`src/rtl/range_filter_pkg.sv`:
```
// +-----------------------------------------------------------------------------
// | range_filter_pkg
// | Shared defaults, occupancy state encoding and window test for range_filter_fifo.
// | Revision: 1.0
// +-----------------------------------------------------------------------------
`default_nettype none

package range_filter_pkg;

  localparam int DW_DEF    = 8;
  localparam int DEPTH_DEF = 4;
  localparam int CW_DEF    = 16;

  typedef logic [$clog2(DEPTH_DEF):0] count_t;

  typedef enum logic [1:0] {
    OCC_EMPTY   = 2'd0,
    OCC_PARTIAL = 2'd1,
    OCC_FULL    = 2'd2
  } occ_state_t;

  // Operands are zero-extended by the caller so any DW up to 32 fits.
  function automatic bit in_window(input logic [31:0] data,
                                   input logic [31:0] lo,
                                   input logic [31:0] hi);
    return (data >= lo) && (data <= hi);
  endfunction

endpackage

`default_nettype wire

```
`src/rtl/range_filter_fifo_sync_fifo.sv`:
```
// +-----------------------------------------------------------------------------
// | sync_fifo
// | First-word-fall-through FIFO with separate occupancy count and state.
// | Revision: 1.0
// +-----------------------------------------------------------------------------
`default_nettype none

module sync_fifo
  import range_filter_pkg::*;
#(
  parameter int DW    = 8,
  parameter int DEPTH = 4,
  localparam int AW   = $clog2(DEPTH)
) (
  input  logic          clk,
  input  logic          rst_n,
  input  logic          push,
  input  logic [DW-1:0] wdata,
  input  logic          pop,
  output logic [DW-1:0] rdata,
  output logic [AW:0]   count,
  output logic          full,
  output logic          empty
);

  localparam logic [AW:0]   c_cnt_one  = (AW + 1)'(1);
  localparam logic [AW:0]   c_cnt_last = (AW + 1)'(DEPTH - 1);
  localparam logic [AW-1:0] c_ptr_one  = AW'(1);

  logic [DW-1:0] r_mem [DEPTH];
  logic [AW-1:0] r_wr_ptr;
  logic [AW-1:0] r_rd_ptr;
  logic [AW:0]   r_count;
  occ_state_t    r_state;
  logic          w_wr;
  logic          w_rd;

  assign w_wr  = push && (r_state != OCC_FULL);
  assign w_rd  = pop  && (r_state != OCC_EMPTY);
  assign rdata = r_mem[r_rd_ptr];
  assign count = r_count;
  // State tracks count exactly, so flags come straight from a register.
  assign full  = (r_state == OCC_FULL);
  assign empty = (r_state == OCC_EMPTY);

  // Storage has no reset; contents are don't-care while empty.
  always_ff @(posedge clk) begin
    if (w_wr) r_mem[r_wr_ptr] <= wdata;
  end

  always_ff @(posedge clk or negedge rst_n) begin
    if (!rst_n) begin
      r_wr_ptr <= '0;
      r_rd_ptr <= '0;
      r_count  <= '0;
    end else begin
      if (w_wr) r_wr_ptr <= r_wr_ptr + c_ptr_one;
      if (w_rd) r_rd_ptr <= r_rd_ptr + c_ptr_one;
      case ({w_wr, w_rd})
        2'b10:   r_count <= r_count + c_cnt_one;
        2'b01:   r_count <= r_count - c_cnt_one;
        default: r_count <= r_count;
      endcase
    end
  end

  always_ff @(posedge clk or negedge rst_n) begin
    if (!rst_n) begin
      r_state <= OCC_EMPTY;
    end else begin
      case (r_state)
        OCC_EMPTY: begin
          if (w_wr) r_state <= OCC_PARTIAL;
        end
        OCC_PARTIAL: begin
          if (w_wr && !w_rd && (r_count == c_cnt_last))
            r_state <= OCC_FULL;
          else if (w_rd && !w_wr && (r_count == c_cnt_one))
            r_state <= OCC_EMPTY;
        end
        OCC_FULL: begin
          if (w_rd) r_state <= OCC_PARTIAL;
        end
        default: r_state <= OCC_EMPTY;
      endcase
    end
  end

endmodule

`default_nettype wire

```
`src/rtl/range_filter_fifo.sv`:
```
// +-----------------------------------------------------------------------------
// | range_filter_fifo
// | Enable-qualified ingress that keeps samples inside [lo:hi] and counts drops.
// | Revision: 1.0
// +-----------------------------------------------------------------------------
`default_nettype none

module range_filter_fifo
  import range_filter_pkg::*;
#(
  parameter int DW    = DW_DEF,
  parameter int DEPTH = DEPTH_DEF,
  parameter int CW    = CW_DEF
) (
  input  logic                   clk,
  input  logic                   rst_n,
  input  logic                   en,
  input  logic                   in_valid,
  output logic                   in_ready,
  input  logic [DW-1:0]          in_data,
  input  logic [DW-1:0]          lo,
  input  logic [DW-1:0]          hi,
  output logic                   out_valid,
  input  logic                   out_ready,
  output logic [DW-1:0]          out_data,
  output logic [$clog2(DEPTH):0] count,
  output logic [CW-1:0]          drop_cnt
);

  localparam logic [CW-1:0] c_drop_one = CW'(1);

  logic          w_full;
  logic          w_empty;
  logic          w_accept;
  logic          w_keep;
  logic          w_push;
  logic          w_drop;
  logic          w_pop;
  logic [CW-1:0] r_drop_cnt;

  assign in_ready  = !w_full;
  assign out_valid = !w_empty;
  assign drop_cnt  = r_drop_cnt;

  // An inverted window (lo > hi) never matches, so everything is dropped.
  assign w_accept = in_valid && in_ready && en;
  assign w_keep   = in_window(32'(in_data), 32'(lo), 32'(hi));
  assign w_push   = w_accept && w_keep;
  assign w_drop   = w_accept && !w_keep;
  assign w_pop    = out_valid && out_ready;

  sync_fifo #(
    .DW    (DW),
    .DEPTH (DEPTH)
  ) u_fifo (
    .clk   (clk),
    .rst_n (rst_n),
    .push  (w_push),
    .wdata (in_data),
    .pop   (w_pop),
    .rdata (out_data),
    .count (count),
    .full  (w_full),
    .empty (w_empty)
  );

  always_ff @(posedge clk or negedge rst_n) begin
    if (!rst_n) begin
      r_drop_cnt <= '0;
    end else if (w_drop && (r_drop_cnt != '1)) begin
      r_drop_cnt <= r_drop_cnt + c_drop_one;
    end
  end

endmodule

`default_nettype wire

```
`config.mk`:
```
export PLATFORM = sky130hd
export DESIGN_NAME = range_filter_fifo
export DESIGN_NICKNAME = d
export VERILOG_FILES = /design/src/rtl/range_filter_pkg.sv /design/src/rtl/range_filter_fifo_sync_fifo.sv /design/src/rtl/range_filter_fifo.sv
export SDC_FILE = /design/constraint.sdc
export NUM_CORES = 1
export LEC_CHECK = 0
export CAP_MARGIN = 20
export CORE_MARGIN = 2
export CORE_UTILIZATION = 36
export DETAILED_ROUTE_END_ITERATION = 12
export GPL_ROUTABILITY_DRIVEN = 0
export PLACE_DENSITY_LB_ADDON = 0.25
export SYNTH_ARGS = -nofsm -noshare
export SYNTH_HDL_FRONTEND = slang
export SYNTH_SLANG_ARGS = --single-unit
```
`constraint.sdc`:
```
create_clock -name clk -period 1.99 [get_ports clk]
set_input_delay 0.199 -clock clk [delete_from_list [all_inputs] [get_ports clk]]
set_output_delay 0.199 -clock clk [all_outputs]
set_load 0.005 [all_outputs]
```
Yosys cells after proc, flatten, opt, wreduce, memory -nomap -nowiden
Memory sizes are Yosys's and may differ from the RTL's. Cells that the tools add are included. Widths: inputs -> output; s select.

Input port bits: 29. Register bits after elaboration: 25. Logic and storage cells: 54. Bits in writable memories: 32. Memories: 1. Output and inout bits: 29.

Memories: u_fifo.r_mem (words 4, bits a word 8, read ports 1, clocked after memory_dff 0, write ports 1, line range_filter_fifo_sync_fifo.sv:30) `logic [DW-1:0] r_mem [DEPTH];`.

$lt $le $gt $ge: 2. Eq/ne operators: 11. $add $sub $neg: 5. Mux-type cells: 8. Reductions and logical operators: 22.

Operators by type and width (count): $add 16x1->16 const B (1); $ne 16x16->1 const B (1); $logic_and 1x1->1 (13); $ge 8x8->1 (1); $le 8x8->1 (1); $mux 2 (4); $pmux 2 s3 (1); $pmux 3 s2 (1); $logic_not 1->1 (5); $add 2x1->2 const B (2); $eq 2x1->1 const B (2); $eq 2x2->1 const B (2); $ne 2x1->1 const B (2); $reduce_bool 2->1 (2); $add 3x1->3 const B (1); $eq 3x1->1 const B (1); $eq 3x2->1 const B (1); $ne 3x1->1 const B (1); $reduce_and 3->1 (1); $sub 3x1->3 const B (1); $logic_not 2->1 (1); $mux 1 (2); $ne 2x2->1 const B (1).

Depth between registers and ports, before layout
Gate-level depths: netlist of run 1.

Depth in word-level cells: 12. Gate-level depth with buffers: 13. Mapped depth without buffers: 12.

Modules after synthesis
From an unflattened synthesis of run 1, not the netlist that was laid out.

Cells, all modules: 234. Area total of the unflattened synthesis: 2989.1 sq um.

By module, submodules not included: sync_fifo (area each 1726.7 sq um, seq. area each 1186.1 sq um, times used 1, cells an instance 98); range_filter_fifo (area each 1262.5 sq um, seq. area each 400.4 sq um, times used 1, cells an instance 136).

Least setup slack after synthesis of run 1
OpenSTA, ideal clock, no wires.

Kind: input port to flip-flop. Start point: input port in_data[0]. End point: register u_fifo.r_count[2] (netlist: u_fifo.count[2]). Buffers on the path: 1. Slack: -0.244 ns. Arrival: 2.107 ns. Setup time: 0.127 ns. Stages on the path: 12. Required time: 1.863 ns. Cells stage by stage: inv_1 ha_1 nand2b_1 a2111o_1 a31oi_1 a211oi_1 buf_6 nand2_1 inv_1 ha_1 a21oi_1 o22ai_1.

Word-level cells in the longest chain between the ends: 6. Elaborated cells on any way between the ends: 9. Those cells by class: 2 x order compare; 2 x eq/ne; 1 x mux; 4 x reduce/logical.

RTL lines: start, declared (line range_filter_fifo.sv:20) `input logic [DW-1:0] in_data,`; $ge 8x8->1 or $le 8x8->1 (tied branches) (line range_filter_pkg.sv:26) `return (data >= lo) && (data <= hi);`; $logic_and 1x1->1 (*) (line range_filter_pkg.sv:26); $logic_and 1x1->1 (*) (line range_filter_fifo.sv:48) `assign w_push = w_accept && w_keep;`; $logic_and 1x1->1 (*) (line range_filter_fifo_sync_fifo.sv:38) `assign w_wr = push && (r_state != OCC_FULL);`; net u_fifo.w_wr (line range_filter_fifo_sync_fifo.sv:35) `logic w_wr;`; $eq 2x1->1 or $eq 2x2->1 (tied branches) (line range_filter_fifo_sync_fifo.sv:59) `case ({w_wr, w_rd})`; $pmux 3 s2 or $reduce_bool 2->1 (tied branches); end signal, assigned (line range_filter_fifo_sync_fifo.sv:60) `2'b10: r_count <= r_count + c_cnt_one;`; end signal, assigned (line range_filter_fifo_sync_fifo.sv:61) `2'b01: r_count <= r_count - c_cnt_one;`; end signal, assigned (line range_filter_fifo_sync_fifo.sv:62) `default: r_count <= r_count;`; end, declared (line range_filter_fifo_sync_fifo.sv:33) `logic [AW:0] r_count;`.

The timed path passes the listed nets; every way through them passes the cells marked *. A chain may end at the register's enable or synchronous reset.

Worst setup path after layout of run 1
Start point: input port hi[5]. End point: register u_fifo.r_count[2] (netlist: u_fifo.count[2]).

Word-level cells in the longest chain between the ends: 6. Elaborated cells on any way between the ends: 8. Those cells by class: 1 x order compare; 2 x eq/ne; 1 x mux; 4 x reduce/logical.

RTL lines: start, declared (line range_filter_fifo.sv:22) `input logic [DW-1:0] hi,`; $le 8x8->1 (*) (line range_filter_pkg.sv:26); $logic_and 1x1->1 (*) (line range_filter_pkg.sv:26); $logic_and 1x1->1 (*) (line range_filter_fifo.sv:48); $logic_and 1x1->1 (*) (line range_filter_fifo_sync_fifo.sv:38); $eq 2x1->1 or $eq 2x2->1 (tied branches) (line range_filter_fifo_sync_fifo.sv:59); $pmux 3 s2 or $reduce_bool 2->1 (tied branches).

Mark *: on every way between the ends. The rest lies on a longest branch, timed or not.

==> results.md, run 1 <==
- PwrDens: 963 nW/um2
- Top post-synthesis cells by area: edfxtp_1, dfrtp_1, ha_1, mux4_2, xor2_1
- Register Area: 1590 um2
- Fmax: ~0.52 GHz
- Top_reg_cell synth: edfxtp_1
- H-tree depth: 3
- Max-slew headroom: 72.5%
- Total placed cells including tap cells: 420
- Die footprint: roughly 9100 um2
- # fillers: 693
- PortBufs: 57
- Routed Antenna Nets: 0
- Setup TNS: 0 ps
- I/O Pins: 58
- Max-cap check violation count: 0
- Post-synthesis instance total: roughly 230
- Most common cell in the netlist: edfxtp_1
- Worst slew pin tran: 412 ps
- Iteration-0 DRC Markers: 104
- Num Clock Sinks: 57
- CTS Hold Bufs: 0
- Area leader, netlist: edfxtp_1
- Clock Root Buffer: clkbuf_8
- Clock transition at path regs: ~70 ps
- Synth cell types: 38
- Dpl cell area: 3990 um2
- Async set-reset flop share out of synthesis: between 40% and 50%
- Die X: 95.3 um
- Worst Path Max Fanout: 5
- Post-synth top area share: between 30% and 40%
- Pin count of the biggest net entering global routing: 26
- Synth top cells by count: edfxtp_1, ha_1, inv_1, dfrtp_1, nand2_1
- Vias: 2148
- WL final: about 7 mm
- Area occupied by multi-input gates: 1620 um2
- Yosys reg bits: 57
- Design area: 4540 um2
- Arrival @ worst endpoint: 2120 ps
- Vias per cell: roughly 4.8
- Post-synthesis sequential area ratio: 52.9%
- Count of final max-slew check failures: 0
- FP Rows: 33
- Final hold viol count: 0
- Reg power frac: 36.3%
- Core Area: ~8100 um2
- Post-route DRC: 0
- Ant diodes: 0
- Non-filler cells in the finished layout: 449
- Inserted Clock Buffers: 9
- Mean post-synth cell area: 12.9 um2
- Critical Path Source Type: input port
- CTS tree: built
- Status: complete, no violations
- Sw Pwr: between 1 and 1.5 mW
- Peak supply drop: a little over 0.6 mV
- Place WS: -782 ps
- Clock group share of total power: 28.0%
- Crit share post-route: 96.1%
- Pleak: just under 2 nW
- Comb pwr share: 35.7%
- Syn. warnings: 0
- Min cycle time layout: 1910 ps
- Sw frac: 30.3%
- Initial antenna violation count: 0
- Final Setup Violations: 0
- Area Overhead vs Synth: 51.5%
- Starting Density: between 30% and 40%
- Final #Nets: 395
- First-pass GRT wire length: roughly 11 mm
- Crit Path Class: in2reg
- Ratio of cells with drive above 1 in the final layout: between 30% and 40%
- Pwr Total: 4.38 mW
- Overall global routing resource usage: 16.5%
- Total gr overflow: 0
- Post-synth net total: just under 300
- Core Util, Final: 55.9%
- Die Height: 95.3 um
- Worst-Skew Late Latency: 330 ps
- Setup Skew: 9.38 ps
- EDFF count, synth: 32
- Final Hold Slack: around 160 ps
- Clock tree buffer depth: 2
- Worst setup EP type: flop
- Req. time, crit path: 2200 ps
- Hold/Removal Path Class: in2reg
- Number of global-route vias before repair: 2296
- WL/cell: 15.2 um
- Detail Placement HPWL: 4.68 mm
- Internal Pwr Total: 3.05 mW
- Mapped Area: 3000 um2
- Unrepaired setup endpoints after global routing: yes
- First drt pass iteration count: 4
- Setup WS post-layout: around 78 ps
[what timing repair did]
item,4_1_cts,5_1_grt
gates cloned,2,0
setup buffers,7,5
resized for setup,94,25
pin swaps,31,20
endpoints found under the setup margin,63,51
[per-layer routing]
layer	wire length (um)	share of wire, %	GRT usage, %
met1	2950	43	20.9
met2	3580	53	28.1
met3	181	2.7	3.32
met4	100	1.5	5.80
met5	0	0	0
[power by group through the flow]
stage          registers [mW]  clock network, mW  logic [mW]
4_1_cts                  1.60               1.24        1.48
2_1_floorplan            1.55                  0       0.723
3_5_place_dp             1.61                  0        1.36
3_3_place_gp             1.60                  0        1.34
5_1_grt                  1.62               1.30        1.72
6_report                 1.59               1.22        1.56
[registers in the layout, indices dropped and copies added, names as in the netlist]
register         flops
drop_cnt            16
u_fifo.count         3
u_fifo.r_mem        32
u_fifo.r_rd_ptr      2
u_fifo.r_state       2
u_fifo.r_wr_ptr      2
[layout by cell type, fill, tap and decap left out, types with 3 or more instances in the layout]
master,instances
a21oi_2,4
nand3_1,8
dlygate4sd2_1,21
nor2_1,5
mux4_2,8
clkdlybuf4s50_1,25
ha_4,10
buf_6,4
nor3_2,4
buf_4,38
o21ai_1,3
clkbuf_2,6
inv_1,18
nor4_4,6
and3_2,5
xnor2_1,5
nand4_1,5
a21oi_1,3
dfrtp_1,25
nand2_1,12
edfxtp_1,32
inv_2,6
clkbuf_8,9
ha_1,16
xor2_1,14
[final cells by class]
type / count / share of cell area [%]
repair buffers: 101 / 19.4
well taps: 105 / 2.89
flip-flops and latches: 57 / 34.9
clock inverters: 7 / 2.26
inverters: 26 / 2.26
multi-input cells: 144 / 35.6
clock buffers: 9 / 2.73
[worst max-delay path, cell delays in order]
cell	delay, ps
dlygate4sd2_1	230
inv_2	50
ha_4	270
nand4_1	110
o21a_1	230
a211oi_4	240
buf_12	160
nand2_8	60
ha_4	180
buf_6	120
a31oi_4	160
o22ai_1	100
[logic make-up (layout without fill, tap and decap cells)]
kind of cell	Yosys count	in the layout	share of synthesized area (%)
AOI/OAI and AO/OA	23	23	4.55
adders and majority gates	27	27	11.3
xor gates and xnor gates	19	19	5.55
buffers and inverters	32	143	4.42
DFF	57	57	52.9
muxes	10	10	6.76
and+or+nand+nor	65	65	14.5
[path summary, 6_finish.rpt]
kind / from / endpoint / slack, ps / cells past startpoint
min in group asynchronous: rst_n / u_fifo.r_rd_ptr[1] / 250 / 2
max: hi[5] / u_fifo.count[2] / 80 / 12
max reg2reg: u_fifo.r_state[0] / drop_cnt[11] / 140 / 6
min: in_data[6] / u_fifo.r_mem[1][6] / 160 / 1
min reg2reg: drop_cnt[15] / drop_cnt[15] / 490 / 1
max in group asynchronous: rst_n / u_fifo.r_state[1] / 1490 / 2
(Power assumes the default switching activity.)
==> run 2: changes to the inputs <==
- SETUP_SLACK_MARGIN: default -> 0.4
==> run 2 against run 1 <==
Maximum frequency increased by 2.1%; setup slack better by 40 ps; count of clock-buffer cells in the layout grew 3; non-clock buffer count is 6 higher; critical endpoint is now u_fifo.r_state[0].
==> results.md, run 2 (synthesis results as in run 1) <==
- Number of global-route vias before repair: 2284 (-0.52%)
- Worst-Skew Late Latency: 330 ps (about the same)
- Hold/Removal Path Class: in2reg
- Worst Path Max Fanout: 5 (unchanged)
- Total gr overflow: 0 (unchanged)
- Core Area: 8130 um2 (unchanged)
- Post-route DRC: 0 (unchanged)
- First-pass GRT wire length: 11.1 mm (-0.87%)
- Grt met1 use: 21.5% (+0.58 points)
- Req. time, crit path: 2250 ps (+50 ps)
- WL final: 6.69 mm (-1.7%)
- Dpl cell area: 4000 um2 (+0.31%)
- H-tree depth: 3 (unchanged)
- Die X: 95.3 um (unchanged)
- Final hold viol count: 0 (unchanged)
- Internal Pwr Total: 3.01 mW (-1.2%)
- Count of final max-slew check failures: 0 (unchanged)
- Unrepaired setup endpoints after global routing: yes
- Pleak: 1.96 nW (+0.68%)
- PortBufs: 57 (unchanged)
- Largest Register: u_fifo.r_mem
- Max-cap check violation count: 0 (unchanged)
- Ant diodes: 0 (unchanged)
- Ratio of cells with drive above 1 in the final layout: 49.4% (+9.6 points)
- Overall global routing resource usage: 16.4% (-0.13 points)
- Met2 Use GR: 25.2% (-2.9 points)
- Pin count of the biggest net entering global routing: 26 (unchanged)
- Comb pwr share: 38.4% (+2.7 points)
- Num Clock Sinks: 57 (unchanged)
- Vias per cell: 4.83 (+0.93%)
- Peak supply drop: 0.454 mV (-26%)
- Most common cell after layout, fill and taps aside: buf_4
- Max-slew headroom: 70.4% (-2.1 points)
- Clock tree buffer depth: 2 (unchanged)
- Status: complete, no violations
- Design area: 4600 um2 (+1.3%)
- Iteration-0 DRC Markers: 92 (-12%)
- Crit share post-route: 94.1% (-2.0 points)
- Die Height: 95.3 um (unchanged)
- Starting Density: 36.9% (unchanged)
- Setup Skew: 11.2 ps (+1.85 ps)
- Final #Nets: 401 (+1.5%)
- Clock Root Buffer: clkbuf_8
- Detail Placement HPWL: 4.49 mm (-4.2%)
- Initial antenna violation count: 0 (unchanged)
- Crit Path Class: in2reg
- Met3 global-route usage: 4.11% (+0.79 points)
- Vias: 2197 (+2.3%)
- Area Overhead vs Synth: 53.5%
- GRT busiest layer: met2
- Sw Pwr: 1.26 mW (-4.7%)
- PwrDens: 930 nW/um2 (-3.5%)
- Final Setup Violations: 0 (unchanged)
- CTS tree: built
- Die footprint: 9070 um2 (unchanged)
- Sw frac: 29.5% (-0.75 points)
- Worst setup EP type: flop
- Routed Antenna Nets: 0 (unchanged)
- Total placed cells including tap cells: 417 (-0.71%)
- Most frequent cells in the layout: buf_4, edfxtp_1, dfrtp_1, clkdlybuf4s50_1, buf_2
- Inserted Clock Buffers: 9 (unchanged)
- Worst slew pin tran: 442 ps (+30.0 ps)
- Critical Path Source Type: input port
- Non-filler cells in the finished layout: 455 (+1.3%)
- Min cycle time layout: 1870 ps (-39.5 ps)
- Arrival @ worst endpoint: 2140 ps (+20 ps)
- Max reg flops: 32 (unchanged)
- WL/cell: 14.7 um (-3.0%)
- Clock group share of total power: 24.4% (-3.6 points)
- First drt pass iteration count: 4 (unchanged)
- Clock transition at path regs: 70 ps (about the same)
- I/O Pins: 58 (unchanged)
- Reg power frac: 37.2% (+0.9 points)
- FP Rows: 33 (unchanged)
- Fmax: 0.534 GHz (+2.1%)
## run 2: area by class of cell
type / count / area [um2]
inverter: 26 / 108
timing repair buffer: 107 / 923
multi-input combinational: 144 / 1660
clock inverter: 4 / 45.0
fill: 698 / 3530
tap: 105 / 131
sequential: 57 / 1590
clock buffer: 12 / 145
## run 2: metrics by stage
| step | setup slack (ps) | hold WS [ps] | utilization (%) | power (mW) | TNS [ps] |
|---|---|---|---|---|---|
| 2_1_floorplan | 23.1 | -96.6 | - | 2.28 | 0 |
| 3_3_place_gp | -793 | 479 | 49.2 | 2.96 | -39040 |
| 3_5_place_dp | -822 | 482 | 49.2 | 2.97 | -40160 |
| 4_1_cts | 119 | 155 | 55.3 | 4.27 | 0 |
| 5_1_grt | 35.1 | 156 | 56.6 | 4.58 | 0 |
| 6_report | 117 | 176 | 56.6 | 4.28 | 0 |
## run 2: repair_timing
action,CTS,global route
buffers inserted,16,5
gates resized for setup,168,29
endpoints found under the setup margin,65,65
gates cloned,1,0
pin swaps,35,25
hold buffers,0,0
## run 2: power by group through the flow
| stage | registers, mW | clock network [mW] | logic (mW) |
|---|---|---|---|
| 2_1_floorplan | 1.55 | 0 | 0.732 |
| 3_3_place_gp | 1.61 | 0 | 1.35 |
| 3_5_place_dp | 1.61 | 0 | 1.36 |
| 4_1_cts | 1.59 | 1.07 | 1.61 |
| 5_1_grt | 1.62 | 1.14 | 1.83 |
| 6_report | 1.59 | 1.04 | 1.64 |
## run 2: final timing paths
| path | start | end | slack [ps] | cells after the start |
|---|---|---|---|---|
| setup / recovery | hi[5] | u_fifo.r_state[0] | 120 | 11 |
| hold / removal | in_data[0] | u_fifo.r_mem[3][0] | 180 | 2 |
| setup reg to reg | drop_cnt[4] | drop_cnt[9] | 250 | 5 |
| hold reg to reg | drop_cnt[15] | drop_cnt[15] | 490 | 1 |
| max in group asynchronous | rst_n | u_fifo.r_rd_ptr[0] | 1470 | 2 |
| min in group asynchronous | rst_n | drop_cnt[13] | 240 | 2 |
## run 2: routing by layer
metal | up-vias | wire, um | share of wire, %
li1 | 1070 | - | -
met1 | 1067 | 3010 | 45
met2 | 48 | 3300 | 49
met3 | 12 | 229 | 3.4
met4 | 0 | 148 | 2.2
met5 | - | 0 | 0
## run 2: worst max-delay path: stages
cell             delay (ps)
clkdlybuf4s15_2         180
inv_2                    40
ha_4                    260
nand4_1                 130
o21a_1                  240
a211oi_4                380
nand2_4                 130
ha_4                    200
a32oi_1                 200
a31oi_1                 100
o21ai_1                  80
==> run 3: changes to the inputs <==
- GPL_ROUTABILITY_DRIVEN: 0 -> 1
==> results of run 3 <==
Same layout as run 2: the final DEF is identical, and so are final timing and power.
